### src/rtl/troco_dispenser.sv
// Change dispenser: turns the vending FSM's 4-bit change code into greedy 50/20/10
// coin-eject requests against finite coin tubes, with a request/ack handshake to the ejector.
module troco_dispenser #(
    parameter int INIT_50    = 8,
    parameter int INIT_20    = 8,
    parameter int INIT_10    = 8,
    parameter int GAP_CYCLES = 4
) (
    input  logic       CLK,
    input  logic       RST_N,
    input  logic       TROCO0,
    input  logic       TROCO1,
    input  logic       TROCO2,
    input  logic       TROCO3,
    input  logic       EJ_ACK,
    input  logic       REFILL,
    output logic       EJ50,
    output logic       EJ20,
    output logic       EJ10,
    output logic       BUSY,
    output logic       DONE,
    output logic       FAULT,
    output logic [4:0] REM
);

    localparam int GW = (GAP_CYCLES < 1) ? 1 : $clog2(GAP_CYCLES + 1);

    typedef enum logic [2:0] {
        ST_IDLE,
        ST_SELECT,
        ST_EJECT,
        ST_GAP,
        ST_FAULT
    } state_t;

    state_t          state_q, state_d;
    logic [4:0]      rem_q, rem_d;
    logic [7:0]      cnt50_q, cnt50_d;
    logic [7:0]      cnt20_q, cnt20_d;
    logic [7:0]      cnt10_q, cnt10_d;
    logic [GW-1:0]   gap_q, gap_d;
    logic            ej50_q, ej50_d;
    logic            ej20_q, ej20_d;
    logic            ej10_q, ej10_d;
    logic            done_q, done_d;
    logic            fault_q, fault_d;

    logic [3:0]      code;
    logic [2:0]      coin_paid;
    logic [6:0]      rem_sum;
    logic [4:0]      rem_next;

    assign code = {TROCO0, TROCO1, TROCO2, TROCO3};

    // Value of the coin whose release is acknowledged this cycle, in 10-cent units.
    always_comb begin
        coin_paid = 3'd0;
        if (state_q == ST_EJECT && EJ_ACK) begin
            if (ej50_q) begin
                coin_paid = 3'd5;
            end else if (ej20_q) begin
                coin_paid = 3'd2;
            end else if (ej10_q) begin
                coin_paid = 3'd1;
            end
        end
    end

    // A coin is only ever requested when REM covers it, so the subtraction cannot underflow.
    assign rem_sum  = 7'(rem_q) + 7'(code) - 7'(coin_paid);
    assign rem_next = (rem_sum > 7'd31) ? 5'd31 : rem_sum[4:0];

    always_comb begin
        state_d = state_q;
        rem_d   = rem_next;
        cnt50_d = cnt50_q;
        cnt20_d = cnt20_q;
        cnt10_d = cnt10_q;
        gap_d   = gap_q;
        ej50_d  = ej50_q;
        ej20_d  = ej20_q;
        ej10_d  = ej10_q;
        done_d  = 1'b0;
        fault_d = fault_q;

        case (state_q)
            ST_IDLE: begin
                if (code != 4'd0) begin
                    state_d = ST_SELECT;
                end
            end

            ST_SELECT: begin
                if (rem_q == 5'd0) begin
                    done_d  = 1'b1;
                    state_d = ST_IDLE;
                end else if (rem_q >= 5'd5 && cnt50_q != 8'd0) begin
                    ej50_d  = 1'b1;
                    state_d = ST_EJECT;
                end else if (rem_q >= 5'd2 && cnt20_q != 8'd0) begin
                    ej20_d  = 1'b1;
                    state_d = ST_EJECT;
                end else if (cnt10_q != 8'd0) begin
                    ej10_d  = 1'b1;
                    state_d = ST_EJECT;
                end else begin
                    fault_d = 1'b1;
                    state_d = ST_FAULT;
                end
            end

            ST_EJECT: begin
                if (EJ_ACK) begin
                    if (ej50_q) cnt50_d = cnt50_q - 8'd1;
                    if (ej20_q) cnt20_d = cnt20_q - 8'd1;
                    if (ej10_q) cnt10_d = cnt10_q - 8'd1;
                    ej50_d  = 1'b0;
                    ej20_d  = 1'b0;
                    ej10_d  = 1'b0;
                    gap_d   = GW'(GAP_CYCLES);
                    state_d = ST_GAP;
                end
            end

            // Completion looks at the post-update amount so a code landing on this edge is not stranded in IDLE.
            ST_GAP: begin
                if (gap_q != '0) begin
                    gap_d = gap_q - GW'(1);
                end else if (rem_next == 5'd0) begin
                    done_d  = 1'b1;
                    state_d = ST_IDLE;
                end else begin
                    state_d = ST_SELECT;
                end
            end

            ST_FAULT: begin
                if (REFILL) begin
                    fault_d = 1'b0;
                    state_d = ST_SELECT;
                end
            end

            default: begin
                state_d = ST_IDLE;
                ej50_d  = 1'b0;
                ej20_d  = 1'b0;
                ej10_d  = 1'b0;
                fault_d = 1'b0;
            end
        endcase

        // A refill overrides any same-cycle tube decrement.
        if (REFILL) begin
            cnt50_d = 8'(INIT_50);
            cnt20_d = 8'(INIT_20);
            cnt10_d = 8'(INIT_10);
        end
    end

    always_ff @(posedge CLK or negedge RST_N) begin
        if (!RST_N) begin
            state_q <= ST_IDLE;
            rem_q   <= 5'd0;
            cnt50_q <= 8'(INIT_50);
            cnt20_q <= 8'(INIT_20);
            cnt10_q <= 8'(INIT_10);
            gap_q   <= '0;
            ej50_q  <= 1'b0;
            ej20_q  <= 1'b0;
            ej10_q  <= 1'b0;
            done_q  <= 1'b0;
            fault_q <= 1'b0;
        end else begin
            state_q <= state_d;
            rem_q   <= rem_d;
            cnt50_q <= cnt50_d;
            cnt20_q <= cnt20_d;
            cnt10_q <= cnt10_d;
            gap_q   <= gap_d;
            ej50_q  <= ej50_d;
            ej20_q  <= ej20_d;
            ej10_q  <= ej10_d;
            done_q  <= done_d;
            fault_q <= fault_d;
        end
    end

    assign EJ50  = ej50_q;
    assign EJ20  = ej20_q;
    assign EJ10  = ej10_q;
    assign BUSY  = (state_q != ST_IDLE);
    assign DONE  = done_q;
    assign FAULT = fault_q;
    assign REM   = rem_q;

endmodule

### config.mk
export PLATFORM = sky130hd
export DESIGN_NAME = troco_dispenser
export DESIGN_NICKNAME = d
export VERILOG_FILES = /design/src/rtl/troco_dispenser.sv
export SDC_FILE = /design/constraint.sdc
export NUM_CORES = 1
export LEC_CHECK = 0
export ABC_CLOCK_PERIOD_IN_PS = 4600
export CAP_MARGIN = 20
export CORE_MARGIN = 3
export CORE_UTILIZATION = 30
export DETAILED_ROUTE_END_ITERATION = 7
export DONT_BUFFER_PORTS = 1
export PLACE_DENSITY = 0.49
export SLEW_MARGIN = 15
export SYNTH_ARGS = -nofsm -noshare
export SYNTH_HDL_FRONTEND = slang
export SYNTH_SLANG_ARGS = --single-unit
### constraint.sdc
create_clock -name CLK -period 4.6 [get_ports CLK]
set_clock_uncertainty 0.05 [all_clocks]
set_input_delay 0.69 -clock CLK [delete_from_list [all_inputs] [get_ports CLK]]
set_output_delay 0.69 -clock CLK [all_outputs]
set_load 0.005 [all_outputs]
==> reports/metrics.yaml, run 1 <==
area_growth_syn_to_layout_pct: 8.235
vias: 1726
timing_max_transition_violations_final: 0
remaining_drc_errors: 0
start_kind: "flop"
timing.critical_path.to_type: "flop"
hold_slack_ps: 31.45
timing.critical_path.cells: "and4bb_4 > and2_1 > nor2b_1 > fa_1 > fa_1 > nand2b_1 > o2bb2ai_1 > xor2_1 > nand4_1 > a31o_2"
max_stage_delay_ps: 510
synth-warning-count: 0
worst_hold_path_type: "in -> async"
grt_start_max_net_pins: 41
worst_setup_hold_path_clk_slew_ps: 90
power_density_mw_per_mm2: 490.0
status: "completed"
fmax_ghz: 0.2872
synth_seq_area_share: 0.4107
rsz_0062_raised_after_global_routing: "no"
starting_utilization_of_the_core_area: 0.3133
antenna_fix_cells: 0
layout-drive-gt1-share: 0.06538
critical_path_peak_fanout: 13
portBuffers: 0
drv.max_cap_violation_count: 0
worst_setup_path_startpoint: "state_q[0]"
fin_tns_setup_ps: 0
synth.ff_latch_count: 40
total_leakage_power_nw: 1.161
nets: 285
tritoncts: "yes"
clock-root-buffer: "sky130_fd_sc_hd__clkbuf_8"
cts_resized: 0
place_congestion: 0.7833
mux_cell_area_share_after_synthesis: 0.008184
vdd_drop_max_uv: 154.6
main_combinational_cell_family_by_area_after_synthesis: "simple AND/OR/NAND/NOR gates"
route.final.wire_length_um: 4942
place_hpwl_um: 3623
yosys.area_share.adder: 0.1013
initial_antenna_violation_count: 0
layout.filler_cells: 804
xor_xnor_fraction_of_synth_area: 0.08593
die_width_um: 96.30
post_synth.cell_area_avg_um2: 9.336
synthesis.area_mm2: 0.002446
crit_path_frequent_cell: "sky130_fd_sc_hd__fa_1"
grt_util_all_layers: 0.1238
fraction_of_registers_with_async_set_or_reset_after_synthesis: 1.000
max_buffers_root_to_sink: 2
grt_pass1_wl_um: 8763
layout_worst_path_cycle_share: 0.7569
die_footprint_mm2: 0.009273
ant_nets: 0
cts.sink_count: 40
setup_viol: 0
slew_headroom: 0.6623
synth.distinct_cells: 48
synth_simple_gate_area_share: 0.2286
synth_flop_cell: "sky130_fd_sc_hd__dfrtp_1"
number_of_buffers_inserted_during_clock_tree_synthesis: 5
crit_slowest_cell: "sky130_fd_sc_hd__dfrtp_1"
first_iter_violations: 54
worstPathArrival_ps: 3620
synth-compound-area-share: 0.1013
worst_pin_slew_ps: 501.9
cts_htree_levels: 2
avg_vias_per_cell: 4.768
post-route-min-period_ps: 3482
worstReg2RegStart: "state_q[0]"
synthesized_net_count: 288
clock_latency_late_sink_ps: 290
required_ps: 4740
routedWlPerCell_um: 13.65
hold_viol: 0
top_level_ports: 19
syn_inst: 262
grt_overflow_total: 0
die_h_um: 96.30
critPathKind: "reg -> reg"
core.rowCount: 32
synth_edf_count: 0
drt_pre_antenna_iters: 4
design.core.area_mm2: 0.007807
first_global_vias: 1746
==> worst max-delay path: cells and delay by family (launching register included) <==
family | cells | cell delay (ps)
DFF | 1 | 510
adders and majority gates | 2 | 940
AOI/OAI and AO/OA | 2 | 400
and+or+nand+nor | 5 | 1240
xor gates and xnor gates | 1 | 240
==> where the power goes <==
part           internal [mW]  switching, mW
combinational          0.233          0.266
sequential             0.413         0.0866
clock                  0.164          0.136
==> Yosys cell counts, types with 2 or more instances <==
| cell type | number | area [µm²] |
|---|---|---|
| sky130_fd_sc_hd__nand2b_1 | 8 | 50.05 |
| sky130_fd_sc_hd__xnor2_1 | 10 | 87.58 |
| sky130_fd_sc_hd__nand3b_1 | 2 | 15.01 |
| sky130_fd_sc_hd__or4_1 | 5 | 37.54 |
| sky130_fd_sc_hd__a22oi_1 | 2 | 15.01 |
| sky130_fd_sc_hd__and2_1 | 3 | 18.77 |
| sky130_fd_sc_hd__dfstp_2 | 3 | 78.83 |
| sky130_fd_sc_hd__nand3_1 | 11 | 55.05 |
| sky130_fd_sc_hd__fa_1 | 3 | 60.06 |
| sky130_fd_sc_hd__a21oi_1 | 2 | 10.01 |
| sky130_fd_sc_hd__nor2_1 | 34 | 127.6 |
| sky130_fd_sc_hd__a2bb2oi_1 | 2 | 17.52 |
| sky130_fd_sc_hd__buf_2 | 2 | 10.01 |
| sky130_fd_sc_hd__dfrtp_1 | 37 | 925.9 |
| sky130_fd_sc_hd__nand2_1 | 17 | 63.81 |
| sky130_fd_sc_hd__nor2b_1 | 4 | 25.02 |
| sky130_fd_sc_hd__clkbuf_1 | 8 | 30.03 |
| sky130_fd_sc_hd__a21o_1 | 2 | 15.01 |
| sky130_fd_sc_hd__mux2i_1 | 2 | 20.02 |
| sky130_fd_sc_hd__xor2_1 | 14 | 122.6 |
| sky130_fd_sc_hd__nand4_2 | 2 | 25.02 |
| sky130_fd_sc_hd__ha_1 | 15 | 187.7 |
| sky130_fd_sc_hd__a22o_1 | 3 | 26.28 |
| sky130_fd_sc_hd__nand4_1 | 2 | 12.51 |
| sky130_fd_sc_hd__inv_1 | 28 | 105.1 |
| sky130_fd_sc_hd__o21ai_0 | 6 | 30.03 |
| sky130_fd_sc_hd__or3_1 | 2 | 12.51 |
| sky130_fd_sc_hd__nor4_1 | 6 | 37.54 |
| sky130_fd_sc_hd__nor3b_1 | 2 | 15.01 |
| sky130_fd_sc_hd__nor3_1 | 4 | 20.02 |
| sky130_fd_sc_hd__a211oi_1 | 4 | 30.03 |
==> kinds of logic (layout without fill, tap and decap cells) <==
family / after synthesis / count (layout)
buffers and inverters: 39 / 37
AND/OR/NAND/NOR: 106 / 106
adder cells (fa/ha/maj): 18 / 18
AO/OA/AOI/OAI: 33 / 33
multiplexers: 2 / 2
XOR/XNOR: 24 / 24
flip-flops: 40 / 40
==> flip-flops by register name, summed over array words and instances (netlist names) <==
signal / cells
gap_q: 3
cnt50_q: 8
EJ20: 1
state_q: 3
EJ10: 1
cnt10_q: 8
FAULT: 1
DONE: 1
cnt20_q: 8
REM: 5
EJ50: 1
==> per-layer routing <==
| metal | share of wire | GRT usage | vias to the layer above |
|---|---|---|---|
| li1 | - | - | 881 |
| met1 | 0.49 | 0.1684 | 815 |
| met2 | 0.43 | 0.1834 | 24 |
| met5 | 0 | 0 | - |
| met4 | 0.017 | 0.04206 | 0 |
| met3 | 0.057 | 0.04144 | 6 |
==> worst paths after layout <==
path / slack, ps / cells after the start / to
max: 1120 / 10 / state_q[0]
min: 30 / 0 / cnt50_q[1]
max reg2reg: 1120 / 10 / state_q[0]
min reg2reg: 480 / 1 / gap_q[1]
max in group asynchronous: 3730 / 1 / cnt10_q[6]
min in group CLK: 400 / 1 / cnt10_q[4]
==> final cells by class <==
class / count / area, µm² / area share
Timing Repair Buffer: 1 / 10.01 / 0.003781
Multi-Input combinational cell: 183 / 1285 / 0.4853
Inverter: 28 / 105.1 / 0.03970
Sequential cell: 40 / 1005 / 0.3795
Clock inverter: 3 / 46.29 / 0.01749
Tap cell: 102 / 127.6 / 0.04820
Clock buffer: 5 / 68.82 / 0.02599
==> per-stage QoR <==
step / std cells / total power [mW] / cell area, µm² / worst slack (ps) / util
5_1_grt: 362 / 1.422 / 2648 / 852.6 / 0.3391
2_1_floorplan: 262 / 0.9013 / 2446 / 1332 / -
4_1_cts: 361 / 1.317 / 2638 / 1083 / 0.3378
3_5_place_dp: 353 / 1.008 / 2522 / 1071 / 0.3231
6_report: 362 / 1.297 / 2648 / 1118 / 0.3391
3_3_place_gp: 353 / 1.012 / 2522 / 1170 / 0.3231
==> cell usage in the layout (no fill, tap or decap), types with 3 or more instances in the layout <==
cell                       count
sky130_fd_sc_hd__xnor2_1      10
sky130_fd_sc_hd__nor3_1        4
sky130_fd_sc_hd__dfrtp_1      37
sky130_fd_sc_hd__nor2_1       34
sky130_fd_sc_hd__or4_1         5
sky130_fd_sc_hd__a211oi_1      4
sky130_fd_sc_hd__nand3_1      11
sky130_fd_sc_hd__a22o_1        3
sky130_fd_sc_hd__and2_1        3
sky130_fd_sc_hd__inv_1        28
sky130_fd_sc_hd__nand2_1      17
sky130_fd_sc_hd__ha_1         15
sky130_fd_sc_hd__o21ai_0       6
sky130_fd_sc_hd__fa_1          3
sky130_fd_sc_hd__xor2_1       14
sky130_fd_sc_hd__nor4_1        6
sky130_fd_sc_hd__dfstp_2       3
sky130_fd_sc_hd__clkbuf_8      5
sky130_fd_sc_hd__nor2b_1       4
sky130_fd_sc_hd__nand2b_1      8
==> what timing repair did <==
action / 4_1_cts / 5_1_grt
hold endpoints to repair: 0 / 3
buffers inserted: 0 / 0
hold buffers: 0 / 1
(Power assumes the default switching activity.)
==> inputs of run 2 (changes only) <==
Settings changed: ABC_CLOCK_PERIOD_IN_PS 4600 to 3500.
Clock period 4.6 ns to 3.5 ns, I/O delays scaled along.
==> run 2 against run 1 <==
Against the previous run: hold slack worse by 20 ps; final cell count is 1.9% higher; sequential share of layout area is 1.0 points lower; largest cell class unchanged.
==> reports/metrics.yaml, run 2 (synthesized netlist as in run 1, its figures left out) <==
status: "completed"  # unchanged
start_kind: "flop"  # unchanged
place_congestion: 0.7662  # was 0.7833
fin_tns_setup_ps: 0  # unchanged
portBuffers: 0  # unchanged
cts.sink_count: 40  # unchanged
clock-root-buffer: "sky130_fd_sc_hd__clkbuf_8"  # unchanged
grt_overflow_total: 0  # unchanged
routedWlPerCell_um: 13.72  # was 13.65 µm
rsz_0062_raised_after_global_routing: "no"  # unchanged
die_h_um: 96.30  # unchanged
worstPathArrival_ps: 3270  # was 3620 ps
biggestRegsByFlops: "cnt10_q (8), cnt20_q (8), cnt50_q (8)"  # unchanged
grt_pass1_wl_um: 8411  # was 8763 µm
timing.critical_path.to_type: "flop"  # unchanged
post-route-min-period_ps: 3143  # was 3482 ps
starting_utilization_of_the_core_area: 0.3133  # unchanged
placement.cell_area_mm2: 0.002560  # was 0.002522 mm²
layout_commonest_cell: "sky130_fd_sc_hd__dfrtp_1"  # unchanged
grt_util_all_layers: 0.1190  # was 0.1238
drt_pre_antenna_iters: 4  # unchanged
setup_slack_ps: 356.7  # was 1118 ps
required_ps: 3630  # was 4740 ps
dp_slack_ps: 302.5  # was 1071 ps
nets: 292  # was 285
core.rowCount: 32  # unchanged
critical_path_peak_fanout: 6  # was 13
worst_setup_hold_path_clk_slew_ps: 80  # was 90 ps
drv.max_cap_violation_count: 0  # unchanged
first_iter_violations: 58  # was 54
power_density_mw_per_mm2: 642.4  # was 490.0 mW/mm²
ant_nets: 0  # unchanged
first_global_vias: 1721  # was 1,746
initial_antenna_violation_count: 0  # unchanged
worst_hold_path_type: "in -> async"  # unchanged
layout_worst_path_cycle_share: 0.8981  # was 0.7569
timing_max_transition_violations_final: 0  # unchanged
setup_viol: 0  # unchanged
vias: 1731  # was 1,726
route.final.wire_length_um: 5061  # was 4942 µm
die_width_um: 96.30  # unchanged
top_library_cells_by_usage_in_the_layout_fill_and_taps_aside: "sky130_fd_sc_hd__dfrtp_1, sky130_fd_sc_hd__nor2_1, sky130_fd_sc_hd__inv_1"  # unchanged
remaining_drc_errors: 0  # unchanged
number_of_buffers_inserted_during_clock_tree_synthesis: 5  # unchanged
total_leakage_power_nw: 1.206  # was 1.161 nW
die_footprint_mm2: 0.009273  # unchanged
grt_start_max_net_pins: 38  # was 41
antenna_fix_cells: 0  # unchanged
tritoncts: "yes"  # unchanged
avg_vias_per_cell: 4.691  # was 4.768
area_growth_syn_to_layout_pct: 11.25  # was 8.235%
critPathKind: "reg -> reg"  # unchanged
cts_htree_levels: 2  # unchanged
fmax_ghz: 0.3181  # was 0.2872 GHz
finalInstanceArea_mm2: 0.002721  # was 0.002648 mm²
max_buffers_root_to_sink: 2  # unchanged
slew_headroom: 0.6935  # was 0.6623
worst_pin_slew_ps: 455.6  # was 501.9 ps
design.core.area_mm2: 0.007807  # unchanged
place_hpwl_um: 3689  # was 3623 µm
vdd_drop_max_uv: 191.1  # was 154.6 µV
clock_latency_late_sink_ps: 290  # about the same
layout-drive-gt1-share: 0.08614  # was 0.06538
worst_setup_path_startpoint: "state_q[0]"  # unchanged
top_level_ports: 19  # unchanged
worstReg2RegStart: "state_q[0]"  # unchanged
hold_viol: 0  # unchanged
## run 2: changes by cell type in the layout (fill, tap and decap cells not counted), sizes merged
cell and delta:
clkbuf +1, inv -1, buf +6, dlygate4sd3 +1, clkinv +1, clkinvlp -1
## run 2: layout make-up
class | instances | area, µm²
fill | 811 | 5086
clock buffer | 6 | 82.58
clock inverter | 2 | 38.79
tap | 102 | 127.6
inverter | 28 | 105.1
timing repair buffer | 8 | 77.57
multi-input combinational | 183 | 1285
sequential | 40 | 1005
## run 2: critical path: stages, from the launching register on
cell and delay [ps]:
sky130_fd_sc_hd__dfrtp_1 390, sky130_fd_sc_hd__and4bb_4 400, sky130_fd_sc_hd__and2_1 160, sky130_fd_sc_hd__nor2b_1 180, sky130_fd_sc_hd__fa_1 480, sky130_fd_sc_hd__fa_1 460, sky130_fd_sc_hd__nand2b_1 160, sky130_fd_sc_hd__o2bb2ai_1 150
sky130_fd_sc_hd__xor2_1 230, sky130_fd_sc_hd__nand4_1 140, sky130_fd_sc_hd__a31o_2 250
## run 2: worst paths after layout
| check | endpoint | cells after the start | slack [ps] |
|---|---|---|---|
| min in group CLK | cnt10_q[1] | 1 | 240 |
| worst min register to register | cnt10_q[6] | 2 | 490 |
| worst min-delay path | cnt20_q[7] | 1 | 10 |
| max in group asynchronous | cnt50_q[3] | 1 | 2760 |
| worst max-delay path | state_q[0] | 10 | 360 |
| worst max register to register | state_q[0] | 10 | 360 |
## run 2: metal layers
| layer | share of wire | wire length (µm) | global-route usage | vias up |
|---|---|---|---|---|
| met1 | 0.49 | 2475 | 0.1634 | 823 |
| met4 | 0.013 | 68 | 0.03505 | 0 |
| met2 | 0.45 | 2289 | 0.1811 | 17 |
| li1 | - | - | - | 886 |
| met3 | 0.045 | 228 | 0.03440 | 5 |
| met5 | 0 | 0 | 0 | - |
## run 2: where the power goes
group	switching [mW]	total, mW	internal (mW)
Sequential	0.0892	0.632	0.543
Combinational	0.392	0.715	0.323
Clock	0.168	0.401	0.233
Total	0.650	1.75	1.10
## run 2: what timing repair did
item,CTS,global route
setup buffers,0,0
gates resized for setup,0,0
hold buffers,2,1
endpoints found under the hold margin,37,1
## run 2: per-stage QoR
stage / std cells / hold WS (ps) / power (mW) / utilization
after floorplan: 262 / 179.4 / 1.185 / -
after global placement: 358 / 180.7 / 1.341 / 0.3279
after detailed placement: 358 / 181.2 / 1.346 / 0.3279
after CTS: 368 / 4.304 / 1.777 / 0.3473
after global routing: 369 / 5.387 / 1.913 / 0.3486
final: 369 / 11.92 / 1.748 / 0.3486
